### config.mk
export PLATFORM = sky130hd
export DESIGN_NAME = muldiv_unit
export DESIGN_NICKNAME = d
export VERILOG_FILES = /design/src/rtl/riscv_pkg.sv /design/src/rtl/muldiv_iter_core.sv /design/src/rtl/muldiv_unit.sv
export SDC_FILE = /design/constraint.sdc
export NUM_CORES = 1
export LEC_CHECK = 0
export CORE_MARGIN = 2
export CORE_UTILIZATION = 65
export CTS_CLUSTER_SIZE = 10
export DETAILED_ROUTE_END_ITERATION = 8
export PLACE_DENSITY = 0.87
export SKIP_CTS_REPAIR_TIMING = 1
export SYNTH_ARGS = -nofsm -noshare
export SYNTH_HDL_FRONTEND = slang
export SYNTH_SLANG_ARGS = --single-unit
### constraint.sdc
create_clock -name clk -period 11 [get_ports clk]
set_input_delay 2.2 -clock clk [delete_from_list [all_inputs] [get_ports clk]]
set_output_delay 2.2 -clock clk [all_outputs]
set_load 0.1 [all_outputs]
### src/rtl/riscv_pkg.sv
// Shared RV32 definitions for the EX-stage multiply/divide unit.
// Contents: default XLEN, RV32M funct3 encodings, muldiv FSM state type.
package riscv_pkg;

    parameter int unsigned XLEN_DEFAULT = 32;

    localparam logic [2:0] F3_MUL    = 3'b000;
    localparam logic [2:0] F3_MULH   = 3'b001;
    localparam logic [2:0] F3_MULHSU = 3'b010;
    localparam logic [2:0] F3_MULHU  = 3'b011;
    localparam logic [2:0] F3_DIV    = 3'b100;
    localparam logic [2:0] F3_DIVU   = 3'b101;
    localparam logic [2:0] F3_REM    = 3'b110;
    localparam logic [2:0] F3_REMU   = 3'b111;

    typedef enum logic [1:0] {
        IDLE = 2'd0,
        CALC = 2'd1,
        FIX  = 2'd2,
        DONE = 2'd3
    } muldiv_state_e;

endpackage

### src/rtl/muldiv_iter_core.sv
// Iteration datapath for muldiv_unit: shared 2*XLEN accumulator, partial
// remainder and step counter. Operands arrive as unsigned magnitudes.
// Optional macro MULDIV_FAST_MUL_EN: multiplies load the full product at start.
// Ports:
//   clk, rst_n   clock, synchronous active-low reset
//   start        load operands (clears counter and remainder)
//   step         perform one iteration
//   is_div       1 = restoring division, 0 = shift-add multiply
//   op_a, op_b   magnitudes (multiplicand/multiplier or dividend/divisor)
//   prod         2*XLEN product
//   quot, rem    quotient and remainder
//   last         asserted while the final iteration is being performed
module muldiv_iter_core #(
    parameter int unsigned XLEN = 32
) (
    input  logic              clk,
    input  logic              rst_n,
    input  logic              start,
    input  logic              step,
    input  logic              is_div,
    input  logic [XLEN-1:0]   op_a,
    input  logic [XLEN-1:0]   op_b,
    output logic [2*XLEN-1:0] prod,
    output logic [XLEN-1:0]   quot,
    output logic [XLEN-1:0]   rem,
    output logic              last
);

    localparam int unsigned CntW = $clog2(XLEN);

    // acc_q: {high partial sum, multiplier} for multiply; low half is the
    // dividend/quotient shifter for divide. opnd_q holds the multiplicand or
    // the divisor, whichever the operation needs.
    logic [2*XLEN-1:0] acc_q, acc_d;
    logic [XLEN-1:0]   opnd_q, opnd_d;
    logic [XLEN-1:0]   rem_q, rem_d;
    logic [CntW-1:0]   cnt_q, cnt_d;
    logic              div_q, div_d;

    logic [XLEN:0]     add_sum;
    logic [XLEN:0]     trial;
    logic [XLEN:0]     diff;

    always_comb begin
        acc_d   = acc_q;
        opnd_d  = opnd_q;
        rem_d   = rem_q;
        cnt_d   = cnt_q;
        div_d   = div_q;
        add_sum = {1'b0, acc_q[2*XLEN-1:XLEN]} + {1'b0, opnd_q};
        trial   = {rem_q, acc_q[XLEN-1]};
        diff    = trial - {1'b0, opnd_q};

        if (start) begin
            cnt_d = '0;
            rem_d = '0;
            div_d = is_div;
            if (is_div) begin
                acc_d  = {{XLEN{1'b0}}, op_a};
                opnd_d = op_b;
            end else begin
`ifdef MULDIV_FAST_MUL_EN
                acc_d  = {{XLEN{1'b0}}, op_a} * {{XLEN{1'b0}}, op_b};
`else
                acc_d  = {{XLEN{1'b0}}, op_b};
`endif
                opnd_d = op_a;
            end
        end else if (step) begin
            cnt_d = cnt_q + 1'b1;
            if (div_q) begin
                // Restoring step: keep the trial remainder only if it did not go negative.
                if (diff[XLEN]) begin
                    rem_d = trial[XLEN-1:0];
                end else begin
                    rem_d = diff[XLEN-1:0];
                end
                acc_d = {acc_q[2*XLEN-1:XLEN], acc_q[XLEN-2:0], ~diff[XLEN]};
            end else begin
                if (acc_q[0]) begin
                    acc_d = {add_sum, acc_q[XLEN-1:1]};
                end else begin
                    acc_d = {1'b0, acc_q[2*XLEN-1:1]};
                end
            end
        end
    end

    always_ff @(posedge clk) begin
        if (!rst_n) begin
            acc_q  <= '0;
            opnd_q <= '0;
            rem_q  <= '0;
            cnt_q  <= '0;
            div_q  <= 1'b0;
        end else begin
            acc_q  <= acc_d;
            opnd_q <= opnd_d;
            rem_q  <= rem_d;
            cnt_q  <= cnt_d;
            div_q  <= div_d;
        end
    end

    assign prod = acc_q;
    assign quot = acc_q[XLEN-1:0];
    assign rem  = rem_q;
    assign last = step && (cnt_q == CntW'(XLEN - 1));

endmodule

### src/rtl/muldiv_unit.sv
// Iterative RV32M multiply/divide unit for the EX stage.
// Optional macro MULDIV_FAST_MUL_EN: single-cycle multiplier for MUL* ops.
// Ports:
//   clk, rst_n     clock, synchronous active-low reset
//   StartE         M-extension op present in EX
//   KillE          flush; aborts any operation
//   Funct3E        RV32M funct3
//   SrcAE, SrcBE   forwarded rs1/rs2
//   BusyE          stall request to the hazard unit
//   DoneE          one-cycle result-valid pulse
//   MulDivResultE  result, held until the next accepted start
module muldiv_unit
    import riscv_pkg::*;
#(
    parameter int unsigned XLEN = XLEN_DEFAULT
) (
    input  logic            clk,
    input  logic            rst_n,
    input  logic            StartE,
    input  logic            KillE,
    input  logic [2:0]      Funct3E,
    input  logic [XLEN-1:0] SrcAE,
    input  logic [XLEN-1:0] SrcBE,
    output logic            BusyE,
    output logic            DoneE,
    output logic [XLEN-1:0] MulDivResultE
);

    muldiv_state_e   state_q, state_d;
    logic [2:0]      funct3_q, funct3_d;
    logic            neg_q, neg_d;
    logic [XLEN-1:0] result_q, result_d;

    logic            accept;
    logic            is_div;
    logic            sign_a, sign_b;
    logic            mag_a_en, mag_b_en;
    logic            res_neg;
    logic [XLEN-1:0] mag_a, mag_b;
    logic            div_zero, div_ovf, special;
    logic [XLEN-1:0] special_res;

    logic              core_start, core_step, core_last;
    logic [2*XLEN-1:0] core_prod, prod_fix;
    logic [XLEN-1:0]   core_quot, core_rem, quot_fix, rem_fix, fix_res;

    // Operand decode for the op being offered this cycle.
    always_comb begin
        is_div   = Funct3E[2];
        sign_a   = SrcAE[XLEN-1];
        sign_b   = SrcBE[XLEN-1];
        mag_a_en = 1'b0;
        mag_b_en = 1'b0;
        res_neg  = 1'b0;
        case (Funct3E)
            F3_MUL, F3_MULH, F3_DIV: begin
                mag_a_en = sign_a;
                mag_b_en = sign_b;
                res_neg  = sign_a ^ sign_b;
            end
            F3_MULHSU: begin
                mag_a_en = sign_a;
                res_neg  = sign_a;
            end
            F3_REM: begin
                mag_a_en = sign_a;
                mag_b_en = sign_b;
                res_neg  = sign_a;
            end
            default: ;
        endcase
        mag_a = mag_a_en ? (~SrcAE + 1'b1) : SrcAE;
        mag_b = mag_b_en ? (~SrcBE + 1'b1) : SrcBE;

        div_zero = is_div && (SrcBE == '0);
        div_ovf  = ((Funct3E == F3_DIV) || (Funct3E == F3_REM)) &&
                   (SrcAE == {1'b1, {(XLEN-1){1'b0}}}) && (SrcBE == '1);
        special  = div_zero || div_ovf;
        // Funct3E[1] separates REM/REMU from DIV/DIVU.
        if (div_zero) begin
            special_res = Funct3E[1] ? SrcAE : '1;
        end else begin
            special_res = Funct3E[1] ? '0 : SrcAE;
        end
    end

    // Sign fix and result select for the registered op.
    always_comb begin
        prod_fix = neg_q ? (~core_prod + 1'b1) : core_prod;
        quot_fix = neg_q ? (~core_quot + 1'b1) : core_quot;
        rem_fix  = neg_q ? (~core_rem + 1'b1) : core_rem;
        if (funct3_q[2]) begin
            fix_res = funct3_q[1] ? rem_fix : quot_fix;
        end else if (funct3_q[1:0] == 2'b00) begin
            fix_res = prod_fix[XLEN-1:0];
        end else begin
            fix_res = prod_fix[2*XLEN-1:XLEN];
        end
    end

    assign accept = (state_q == IDLE) && StartE && !KillE;

    always_comb begin
        state_d    = state_q;
        funct3_d   = funct3_q;
        neg_d      = neg_q;
        result_d   = result_q;
        core_start = 1'b0;
        core_step  = 1'b0;
        case (state_q)
            IDLE: begin
                if (accept) begin
                    funct3_d = Funct3E;
                    neg_d    = res_neg;
                    if (special) begin
                        state_d  = DONE;
                        result_d = special_res;
                    end else begin
                        core_start = 1'b1;
`ifdef MULDIV_FAST_MUL_EN
                        state_d = is_div ? CALC : FIX;
`else
                        state_d = CALC;
`endif
                    end
                end
            end
            CALC: begin
                core_step = 1'b1;
                if (core_last) begin
                    state_d = FIX;
                end
            end
            FIX: begin
                state_d  = DONE;
                result_d = fix_res;
            end
            DONE: begin
                state_d = IDLE;
            end
            default: state_d = IDLE;
        endcase
        // A flush abandons the op; the last delivered result stays visible.
        if (KillE) begin
            state_d   = IDLE;
            result_d  = result_q;
            core_step = 1'b0;
        end
    end

    always_ff @(posedge clk) begin
        if (!rst_n) begin
            state_q  <= IDLE;
            funct3_q <= '0;
            neg_q    <= 1'b0;
            result_q <= '0;
        end else begin
            state_q  <= state_d;
            funct3_q <= funct3_d;
            neg_q    <= neg_d;
            result_q <= result_d;
        end
    end

    muldiv_iter_core #(
        .XLEN (XLEN)
    ) u_core (
        .clk    (clk),
        .rst_n  (rst_n),
        .start  (core_start),
        .step   (core_step),
        .is_div (is_div),
        .op_a   (mag_a),
        .op_b   (mag_b),
        .prod   (core_prod),
        .quot   (core_quot),
        .rem    (core_rem),
        .last   (core_last)
    );

    assign BusyE         = rst_n && (accept || (state_q == CALC) || (state_q == FIX));
    assign DoneE         = (state_q == DONE);
    assign MulDivResultE = result_q;

endmodule

==> out/metrics.json <==
{
  "rsz0062_at_grt": "false",
  "post_synth_and_or_nand_nor_area_fraction": 0.1969,
  "globalRouteTotalUtil": 0.4288,
  "routedWlPerCell_um": 22.29,
  "post-dp-hpwl_um": 42990,
  "die-height_um": 161.2,
  "synth_fa_ha_area_frac": 0.06967,
  "synth-compound-area-share": 0.2984,
  "fp.dieW_um": 161.2,
  "drt_pass1_iterations": 7,
  "synthXorXnorAreaFrac": 0.1085,
  "post_route_cells_drive_above_1_share": 0.04219,
  "regArea_um2": 3446,
  "report.final.setup_viol": 0,
  "multi_input_area_um2": 11760,
  "htree_num_levels": 4,
  "worst_pin_slew_ns": 1.074,
  "ant_nets": 0,
  "antenna_found_initial": 2,
  "synth.area.mux_share": 0.05658,
  "final.setup.tns_ns": 0,
  "peakVddDrop_uv": 75.07,
  "postSynth.topFlopCell": "dfxtp_1",
  "p_sw_mw": 0.6712,
  "leakagePower_nw": 6.660,
  "fin_nets": 2363,
  "synth_edf_count": 0,
  "combinational_family_with_the_most_area_after_synthesis": "compound AO/OA/AOI/OAI gates",
  "final.setup_skew_ns": 0.01573,
  "seqPwrFrac": 0.377,
  "first_global_vias": 15880,
  "detailroute.via_count": 17650,
  "worstSetupPathType": "in2out",
  "start_util": 0.6602,
  "synth_cell_types": 71,
  "critical_path.reg2reg.startpoint": "u_core.prod[31]",
  "floorplan.core_area_um2": 24320,
  "routed_wirelength_um": 56900,
  "critical_path.endpoint_type": "output port",
  "regToRegSetupSlack_ns": 6.30,
  "largest_net_degree_at_the_start_of_global_routing": 80,
  "placement.io_buffers": 104,
  "cp.required_ns": 8.80,
  "timing.final.max_slew_violations": 0,
  "min_delay_path_depth": 2,
  "num-fill-cells": 1947,
  "drt_first_iter_violations": 2447,
  "yosysWarnings": 0,
  "postSynthNetCount": 2378,
  "status": "finished clean",
  "crit_path_start_kind": "input port",
  "switching_share": 0.3708,
  "maximum_count_of_clock_buffers_along_a_single_path": 2,
  "synthesis.instances": 2230,
  "viasPerCell": 6.912,
  "report.final.hold_viol_count": 0,
  "place_inst": 2520,
  "cts.clk_slew.worst_paths_ns": 0.09,
  "syn_avg_cell_area_um2": 7.200,
  "detail_route.drc_violations": 0,
  "clkPwrFrac": 0.345,
  "first_pass_grt_wire_length_um": 87910,
  "cts_tree": "done",
  "synth.ff_latch_count": 172,
  "final.min_clock_period_ns": 6.896,
  "placer_congestion": 1.037,
  "tritoncts.num_buffers": 17,
  "synthesis.area_um2": 16060,
  "power.density_cell_area_nw_per_um2": 102.2,
  "dieArea_um2": 25970,
  "clkSinkCount": 172,
  "p_int_mw": 1.139,
  "reg2reg_depth": 15,
  "synth_sequential_area_ratio": 0.2145,
  "min_delay_worst_endpoint": "MulDivResultE[22]",
  "worst_skew_pair.late_latency_ns": 0.46,
  "share_comb_of_total_power": 0.278,
  "achievable-frequency_mhz": 145.0,
  "worst-path-max-fanout": 8,
  "drv.max_cap_violation_count": 0,
  "clk_root_buffer_cell": "clkbuf_16",
  "overflow": 0,
  "finish.cell_count_without_fillers": 2553,
  "asyncSetResetFlopFracSynth": 0,
  "top_level_ports": 105,
  "layout_stage_area_growth_over_the_synthesis_result_pct": 10.29,
  "final.period_utilization": 0.6269,
  "slew_headroom": 0.2742,
  "worst_r2r_endpoint": "u_core.rem[11]",
  "holdCritStartpoint": "MulDivResultE[22]",
  "critical_path_arrival_ns": 4.70,
  "fp-row-count": 57,
  "min-delay-path-class": "reg2reg"
}
## power groups by stage
stage / Clock, mW / Sequential [mW] / Combinational, mW
2_1_floorplan: 0 / 0.672 / 0.349
3_5_place_dp: 0 / 0.694 / 0.481
3_3_place_gp: 0 / 0.693 / 0.469
6_report: 0.624 / 0.682 / 0.504
5_1_grt: 0.645 / 0.683 / 0.540
4_1_cts: 0.616 / 0.680 / 0.486
## layer usage
layer / vias to the layer above / GRT usage / routed length [um]
met2: 1119 / 0.6526 / 24410
met3: 263 / 0.07961 / 5987
met5: - / 0 / 96
met1: 8164 / 0.5637 / 22300
li1: 8097 / - / -
met4: 4 / 0.2646 / 4097
## final cells by class
type	instances	share of cell area
multi-input cells	1822	0.6640
flip-flops and latches	172	0.1946
repair buffers	132	0.07037
clock buffers	17	0.02402
well taps	324	0.02289
inverters	70	0.01484
clock inverters	15	0.009185
diodes	1	0.0001413
## stage by stage
| stage | hold WS, ns | utilization | power, mW | worst slack (ns) | instance area (um^2) |
|---|---|---|---|---|---|
| after floorplan | 0.4406 | - | 1.020 | 4.664 | 16060 |
| after global placement | 0.4460 | 0.7039 | 1.163 | 4.165 | 17120 |
| after detailed placement | 0.4506 | 0.7039 | 1.175 | 4.156 | 17120 |
| after CTS | 0.4616 | 0.7280 | 1.781 | 4.138 | 17710 |
| after global routing | 0.4761 | 0.7280 | 1.868 | 4.073 | 17710 |
| final | 0.4643 | 0.7281 | 1.810 | 4.104 | 17710 |
## worst max path at each step
stage                       from    end  cells after the start
final                      KillE  BusyE                      4
after floorplan           StartE  BusyE                      4
after global placement     KillE  BusyE                      4
after CTS                  KillE  BusyE                      4
after detailed placement   KillE  BusyE                      4
after global routing       KillE  BusyE                      4
## registers in the layout (all words and copies together) (netlist names)
name,flops
u_core.prod,64
MulDivResultE,32
u_core.opnd_q,32
u_core.rem,32
u_core.cnt_q,5
funct3_q,3
state_q,2
neg_q,1
u_core.div_q,1
## worst max-delay path: stages
cell	delay, ns
clkdlybuf4s50_1	0.57
or2_2	0.47
a21oi_1	0.25
clkdlybuf4s50_1	1.20
## cells by family (layout without fill, tap and decap cells)
logic type	Yosys count	count (layout)
AOI/OAI and AO/OA	761	761
and+or+nand+nor	684	684
buffers and inverters	236	234
xor gates and xnor gates	198	198
DFF	172	172
adders and majority gates	91	91
muxes	88	88
other	0	1
## layout by cell type (no fill, tap or decap), types with 74 or more instances in the layout
cell / count
mux2i_1: 84
ha_1: 74
a21oi_1: 234
dfxtp_1: 170
o21ai_0: 174
nor2_1: 172
xnor2_1: 115
clkdlybuf4s50_1: 103
xor2_1: 82
nand2_1: 262
## cells in the mapped netlist, types with 11 or more instances
cell	n	area share
nand2b_1	16	0.0062
nand3_1	46	0.014
clkbuf_1	144	0.034
a221oi_1	11	0.0060
o21ai_0	174	0.054
nand2_1	262	0.061
or3_1	16	0.0062
and3_1	16	0.0062
inv_1	68	0.016
nor2_1	175	0.041
ha_1	75	0.058
a31oi_1	30	0.012
xor2_1	82	0.045
maj3_1	14	0.0087
mux2i_1	84	0.052
nor3_1	43	0.013
a211oi_1	48	0.022
buf_1	17	0.0040
or4_1	19	0.0089
a21o_1	40	0.019
o31ai_1	37	0.017
dfxtp_1	172	0.21
nor4_1	15	0.0058
a21oi_1	235	0.073
nand4_1	19	0.0074
o211ai_1	71	0.033
xnor2_1	115	0.063
o41ai_1	17	0.0093
and2_1	15	0.0058
(Power assumes the default switching activity.)
